===== src/rtl/serial_frame_rx_pkg.sv =====
// Shared types and constants for the framed serial receiver.
// FSM state encoding and the serial line idle level.
package serial_frame_rx_pkg;

  typedef enum logic [1:0] {
    IDLE   = 2'b00,
    DATA   = 2'b01,
    PARITY = 2'b10,
    STOP   = 2'b11
  } state_t;

  localparam logic LINE_IDLE = 1'b1;

endpackage


===== src/rtl/serial_frame_rx_hold_buf.sv =====
// One-entry valid/ready holding buffer for received bytes, with sticky overrun flag.
// Push and pop on the same edge reload the entry; push into a full entry is dropped.
module rx_hold_buf #(
  parameter int W = 8
) (
  input  logic         clk,
  input  logic         rst,
  input  logic         push,
  input  logic [W-1:0] push_data,
  input  logic         push_perr,
  input  logic         ready,
  input  logic         clr,
  output logic [W-1:0] data,
  output logic         valid,
  output logic         perr,
  output logic         overrun
);

  logic hs;
  logic drop;

  assign hs   = valid & ready;
  assign drop = push & valid & ~hs;

  always_ff @(posedge clk) begin
    if (rst) begin
      data    <= '0;
      valid   <= 1'b0;
      perr    <= 1'b0;
      overrun <= 1'b0;
    end else begin
      if (push && !drop) begin
        data  <= push_data;
        perr  <= push_perr;
        valid <= 1'b1;
      end else if (hs) begin
        valid <= 1'b0;
      end
      // A drop on the same edge as clr keeps the flag set.
      if (drop) begin
        overrun <= 1'b1;
      end else if (clr) begin
        overrun <= 1'b0;
      end
    end
  end

endmodule


===== src/rtl/serial_frame_rx.sv =====
// Framed serial receiver: start/data/parity/stop deframing, LSB-first, into a one-deep
// byte buffer. All state advances only on bit_stb_i; byte visible the cycle after the stop strobe.
module serial_frame_rx
  import serial_frame_rx_pkg::*;
#(
  parameter int DATA_BITS  = 8,
  parameter int PARITY_EN  = 1,
  parameter int PARITY_ODD = 0
) (
  input  logic                 clk,
  input  logic                 rst,
  input  logic                 D,
  input  logic                 bit_stb_i,
  input  logic                 byte_ready_i,
  input  logic                 clr_i,
  output logic [DATA_BITS-1:0] byte_o,
  output logic                 byte_valid_o,
  output logic                 par_err_o,
  output logic                 frame_err_o,
  output logic                 overrun_o,
  output logic                 busy_o
);

  localparam int CNT_W = $clog2(DATA_BITS);
  localparam logic [CNT_W-1:0] CNT_LAST = CNT_W'(DATA_BITS - 1);
  localparam logic ODD = (PARITY_ODD != 0);

  state_t               state_q, state_d;
  logic [CNT_W-1:0]     cnt_q, cnt_d;
  logic [DATA_BITS-1:0] sh_q, sh_d;
  logic                 par_q, par_d;
  logic                 perr_q, perr_d;
  logic                 ferr_q, ferr_d;
  logic                 push;

  always_comb begin
    state_d = state_q;
    cnt_d   = cnt_q;
    sh_d    = sh_q;
    par_d   = par_q;
    perr_d  = perr_q;
    ferr_d  = 1'b0;
    push    = 1'b0;
    if (bit_stb_i) begin
      unique case (state_q)
        IDLE: begin
          if (D != LINE_IDLE) begin
            state_d = DATA;
            cnt_d   = '0;
            par_d   = 1'b0;
            perr_d  = 1'b0;
          end
        end
        DATA: begin
          sh_d  = {D, sh_q[DATA_BITS-1:1]};
          par_d = par_q ^ D;
          cnt_d = cnt_q + 1'b1;
          if (cnt_q == CNT_LAST) begin
            state_d = (PARITY_EN != 0) ? PARITY : STOP;
          end
        end
        PARITY: begin
          perr_d  = par_q ^ D ^ ODD;
          state_d = STOP;
        end
        STOP: begin
          // Always return to IDLE; a start bit is never taken on the stop strobe.
          state_d = IDLE;
          if (D) begin
            push = 1'b1;
          end else begin
            ferr_d = 1'b1;
          end
        end
        default: state_d = IDLE;
      endcase
    end
  end

  always_ff @(posedge clk) begin
    if (rst) begin
      state_q <= IDLE;
      cnt_q   <= '0;
      sh_q    <= '0;
      par_q   <= 1'b0;
      perr_q  <= 1'b0;
      ferr_q  <= 1'b0;
    end else begin
      state_q <= state_d;
      cnt_q   <= cnt_d;
      sh_q    <= sh_d;
      par_q   <= par_d;
      perr_q  <= perr_d;
      ferr_q  <= ferr_d;
    end
  end

  assign frame_err_o = ferr_q;
  assign busy_o      = (state_q != IDLE);

  rx_hold_buf #(
    .W(DATA_BITS)
  ) u_hold (
    .clk      (clk),
    .rst      (rst),
    .push     (push),
    .push_data(sh_q),
    .push_perr(perr_q),
    .ready    (byte_ready_i),
    .clr      (clr_i),
    .data     (byte_o),
    .valid    (byte_valid_o),
    .perr     (par_err_o),
    .overrun  (overrun_o)
  );

endmodule


===== config.mk =====
export PLATFORM = sky130hd
export DESIGN_NAME = serial_frame_rx
export DESIGN_NICKNAME = d
export VERILOG_FILES = /design/src/rtl/serial_frame_rx_pkg.sv /design/src/rtl/serial_frame_rx_hold_buf.sv /design/src/rtl/serial_frame_rx.sv
export SDC_FILE = /design/constraint.sdc
export NUM_CORES = 1
export LEC_CHECK = 0
export ABC_AREA = 1
export BUFFER_PORTS_ARGS = -buffer_cell sky130_fd_sc_hd__buf_4
export CAP_MARGIN = 5
export CELL_PAD_IN_SITES_DETAIL_PLACEMENT = 1
export CELL_PAD_IN_SITES_GLOBAL_PLACEMENT = 1
export CORE_UTILIZATION = 40
export CTS_CLUSTER_SIZE = 24
export DETAILED_ROUTE_END_ITERATION = 8
export GPL_TIMING_DRIVEN = 0
export PLACE_DENSITY_LB_ADDON = 0.1
export SLEW_MARGIN = 25
export SYNTH_ARGS = -nofsm -noshare
export SYNTH_HDL_FRONTEND = slang
export SYNTH_HIERARCHICAL = 1
export SYNTH_SLANG_ARGS = --single-unit

===== constraint.sdc =====
create_clock -name clk -period 2 [get_ports clk]
set_clock_uncertainty 0.2 [all_clocks]
set_input_delay 0.4 -clock clk [delete_from_list [all_inputs] [get_ports clk]]
set_output_delay 0.4 -clock clk [all_outputs]
set_load 0.01 [all_outputs]

# ---- After elaboration in Yosys (flattened, before gate mapping)
# Cells that the tools add are included.
dict set report totals {
  register_bits 27
  out_inout_bits 13
  word_cells 53
  input_bits 6
}
dict set report op_classes {
  reduce_logical 13
  bitwise 7
  n_addsub 1
  muxes 16
  n_eq_ne 6
}
# operator count
set op_table {}
lappend op_table {{nonzero test 2 bit} 5}
lappend op_table {{2-to-1 mux 1 bit} 9}
lappend op_table {{AND reduction 3 bit} 3}
lappend op_table {{one-hot mux 2 bit (4 select lines)} 1}
lappend op_table {{one-hot mux 3 bit (2 select lines)} 1}
lappend op_table {{== test 2 bit, second input constant} 2}
lappend op_table {{2-to-1 mux 2 bit} 2}
lappend op_table {{inequality test 2 bit, second input constant} 2}
lappend op_table {{one-hot mux 1 bit (2 select lines)} 2}
lappend op_table {{adder 3 x 1 -> 3 bit, second input constant} 1}
lappend op_table {{AND 1 bit} 3}
lappend op_table {{== test 3 bit, second input constant} 1}
lappend op_table {{2-to-1 mux 3 bit} 1}
lappend op_table {{NOT 1 bit} 3}
lappend op_table {{OR reduction 3 bit} 1}
lappend op_table {{== test 2 x 1 -> 1 bit, second input constant} 1}
lappend op_table {{zero test 2 bit} 1}
lappend op_table {{AND reduction 2 bit} 1}
lappend op_table {{logical AND 1 bit} 1}
lappend op_table {{zero test 1 bit} 1}
lappend op_table {{XOR 1 bit} 1}

# ---- Logic depth before layout (Yosys ltp)
dict set report depth {
  word_depth 8
  ltp_mapped 8
  mapped_depth_nobuf 8
}

# ---- Hierarchy
# Netlist, hierarchy kept.
# mod n_inst seq_area_each_um2 area_per_inst_um2 cells_each
set modules_own_cells {}
lappend modules_own_cells {serial_frame_rx 1 320.3 729.4 98}
lappend modules_own_cells {rx_hold_buf 1 220.2 518.0 68}

# ---- Worst setup path after synthesis
# OpenSTA, ideal clock, no wires.
dict set report synth_path {
  path_type {register to register}
  startpoint {register state_q[0]}
  endpoint {register cnt_q[1]}
  setup_time_ns 0.070
  synth_period_minus_slack_ns 1.347
  arrival_ns 1.077
  required_time_ns 1.730
  path_buffers 0
  stages_incl_launch_ff 8
  slack_ns 0.653
  path_cell_list {dfxtp_1 > inv_1 > ha_1 > nand2_1 > nand2_2 > nor2_4 > nand2_1 > a21oi_1}
}
dict set report synth_between {
  elab_chain_len 3
  word_cells_on_any_way 6
  classes_between {2 x eq/ne; 1 x mux; 3 x reduce/logical}
}
# element line_no
set synth_lines {}
lappend synth_lines {{start, declared} serial_frame_rx.sv:28} ;# state_t state_q, state_d;
lappend synth_lines {{start signal, assigned} serial_frame_rx.sv:89} ;# state_q <= state_d;
lappend synth_lines {{== test 2 x 1 -> 1 bit / zero test 2 bit (equally long branches)} serial_frame_rx.sv:45} ;# unique case (state_q)
lappend synth_lines {{nonzero test 2 bit (no source line) / inequality test 2 bit (equally long branches)} n/a}
lappend synth_lines {{AND reduction 3 bit (no source line)} n/a}
lappend synth_lines {{end signal, assigned} serial_frame_rx.sv:90} ;# cnt_q <= cnt_d;
lappend synth_lines {{end, declared} serial_frame_rx.sv:29} ;# logic [CNT_W-1:0] cnt_q, cnt_d;
# Several ways; a longest one is shown, not always the timed one.
# A chain may end at the register's enable or synchronous reset.

# ---- Final worst setup path
dict set report layout_path {
  startpoint {register state_q[0]}
  endpoint {output port busy_o}
}
dict set report layout_between {
  elab_chain_len 1
}
# element line_no
set layout_lines {}
lappend layout_lines {{nonzero test 2 bit} serial_frame_rx.sv:99} ;# assign busy_o = (state_q != IDLE);
lappend layout_lines {{end, declared} serial_frame_rx.sv:21} ;# output logic busy_o
# No other way between the ends.

==> results.ini <==
[logic_synthesis]
synth_xor_area_share_pct = 0
yosys.area_share.simple_pct = 26.58
synth_top_family_by_area = simple AND/OR/NAND/NOR gates
syn_area_um2 = 1247
ys_seq_elements = 27
muxShareOfSynthArea_pct = 0
syn_inst = 166
yosysTopAreaCellShare_pct = 43.33
synth_fp_nets = 179
seq_area_frac_synth_pct = 43.33
synth_top_area_cell = dfxtp_1
ys_types = 22
synth_compound_area_share_pct = 13.14
synth-adder-area-share_pct = 7.021
synth_warnings = 6
syn_area_per_cell_um2 = 7.515
synth.area.top_cells = dfxtp_1 43%, nor2_1 10%, nand2_1 7.8%, ha_1 7.0%, a21oi_2 6.3%

[sta]
finalHoldViolations = 0
finalSetupViolations = 0
timing.fmax_mhz = 536.7
rsz0062_at_grt = false
finalCriticalPeriod_ns = 1.863
setup_tns_ns = 0
slew_violations = 0
worst_slew_pin_slew_ns = 0.2209
post-route-period-util_pct = 93.15
slew_headroom_pct = 85.18

[cells_and_area]
drive_above_1_share_pct = 22.34
multiInputGateArea_um2 = 583.1
layout_common_cells = 34 x nor2_1, 27 x dfxtp_1, 26 x nand2_1
area_growth_pct = 16.35
final_util_pct = 50.88
fin_cells = 219
fin_nets = 202
regArea_um2 = 540.5
num-fill-cells = 379
diodes = 0
final_common_cell = nor2_1

[clock_network]
clk_pin_slew_ns = 0.15
cts.path.max_buffers = 2
hold_buffers = 0
numCtsBuffers = 3
h-tree-depth = 1
clk_latency_ns = 0.32
clock_sinks = 27
cts_root_buffer = clkbuf_4
post-cts-setup-buffers = 0
post_cts_resized = 0
tritoncts = yes

[critical_path]
crit_type = flop to output pin
cp_max_fo = 4
crit_path_end = busy_o
crit_path_end_kind = output pin
rrSetupSlack_ns = 0.47
r2r-start = state_q[0]
cp-startpoint = state_q[0]
required_ns = 1.40
rr_worst_depth = 7
worst_setup_path_start_kind = flop
reg2reg_to = perr_q
worstPathArrival_ns = 1.26

[placed_design]
portBuffers = 18
place_inst = 215
hpwl_mm = 2.032
gp_congestion = 0.7806

[power_and_ir_drop]
leakagePower_uw = 0.0006498
irDropWorstVdd_mv = 0.2836
power.density_nw_per_um2 = 683.0

[floorplan]
die_h_um = 57.85
core_area_um2 = 2853
die-area_um2 = 3346
row_count = 19
die_w_um = 57.85
ios = 19
start_util_pct = 43.73

[global_route]
grt_max_degree = 17
first_global_vias = 1077
gr-usage-all-layers_pct = 17.38
grt_antenna_before_repair = 0
grt_overflow = 0
grt_first_pass_wirelength_mm = 4.512

[drt]
ant_nets = 0
drt_iter0_markers = 18
wl_per_cell_um = 12.25
routed_wl_mm = 2.683
vias = 1068
first_pass_iters = 6
drc_errors = 2
vias_per_cell = 4.877

[hold_path]
holdCritPathClass = input port to flop

[outcome]
violations = DRC
status = finished, violations left

[run]
maxCapViolations = 0

power by group:
group	switching [uW]	internal, uW
registers	17.9	563
clock network	165	76.3
logic	103	65.7
per-layer routing:
layer	share of wire (%)	global-route usage [%]	wire length, um
met1	49	21.82	1306
met2	48	30.71	1280
met3	2.9	2.679	79
met4	0.63	5.102	17
met5	0	0	0
worst max-delay path, cell delays in order, from the launching register on:
cell and delay [ns]:
dfxtp_1 0.39, inv_1 0.10, ha_1 0.25, inv_1 0.08, buf_4 0.12
cells by family (layout without fill, tap and decap cells):
group / count (synthesis) / count (layout)
buffers and inverters: 28 / 50
flip-flops: 27 / 27
adder cells (fa/ha/maj): 7 / 7
AO/OA/AOI/OAI: 26 / 26
AND/OR/NAND/NOR: 78 / 78
worst min path at each step:
stage | to | depth (start not counted) | from
floorplan | cnt_q[1] | 2 | cnt_q[1]
global placement | u_hold/overrun | 2 | u_hold/overrun
detailed placement | u_hold/overrun | 2 | u_hold/overrun
CTS | frame_err_o | 2 | D
global route | frame_err_o | 2 | D
finish | frame_err_o | 2 | D
flip-flops by register name (all words and copies together), names as in the netlist:
signal	cells
u_hold/data	8
frame_err_o	1
perr_q	1
u_hold/overrun	1
sh_q	8
par_q	1
u_hold/valid	1
cnt_q	3
state_q	2
u_hold/perr	1
through the flow:
| step | instance area [um2] | hold slack, ns | power (uW) | worst slack [ns] |
|---|---|---|---|---|
| after floorplan | 1247 | 0.2386 | 706.0 | 0.6534 |
| after global placement | 1421 | 0.2530 | 752.8 | 0.5029 |
| after detailed placement | 1421 | 0.2579 | 764.1 | 0.4852 |
| after CTS | 1451 | 0.04675 | 1012 | 0.1180 |
| after global routing | 1451 | 0.03244 | 1059 | 0.02784 |
| final | 1451 | 0.05918 | 991.2 | 0.1369 |
Yosys cell counts, drive strengths merged:
master / count
or2: 1
nand3: 12
nor2: 35
clkinv: 2
clkbuf: 1
o21ai: 10
inv: 22
nand2: 29
nor3: 1
ha: 7
dfxtp: 27
buf: 3
a21oi: 16
layout make-up:
cell class              count  share of cell area (%)
plain buffers               4                   2.241
clock buffers               3                   1.552
clock inverters             1                  0.5172
inverters                  24                   6.293
multi-input cells         111                   40.17
flip-flops and latches     27                   37.24
well taps                  31                   2.672
repair buffers             18                   9.310
Note: power is estimated with default switching activity, not from simulation.
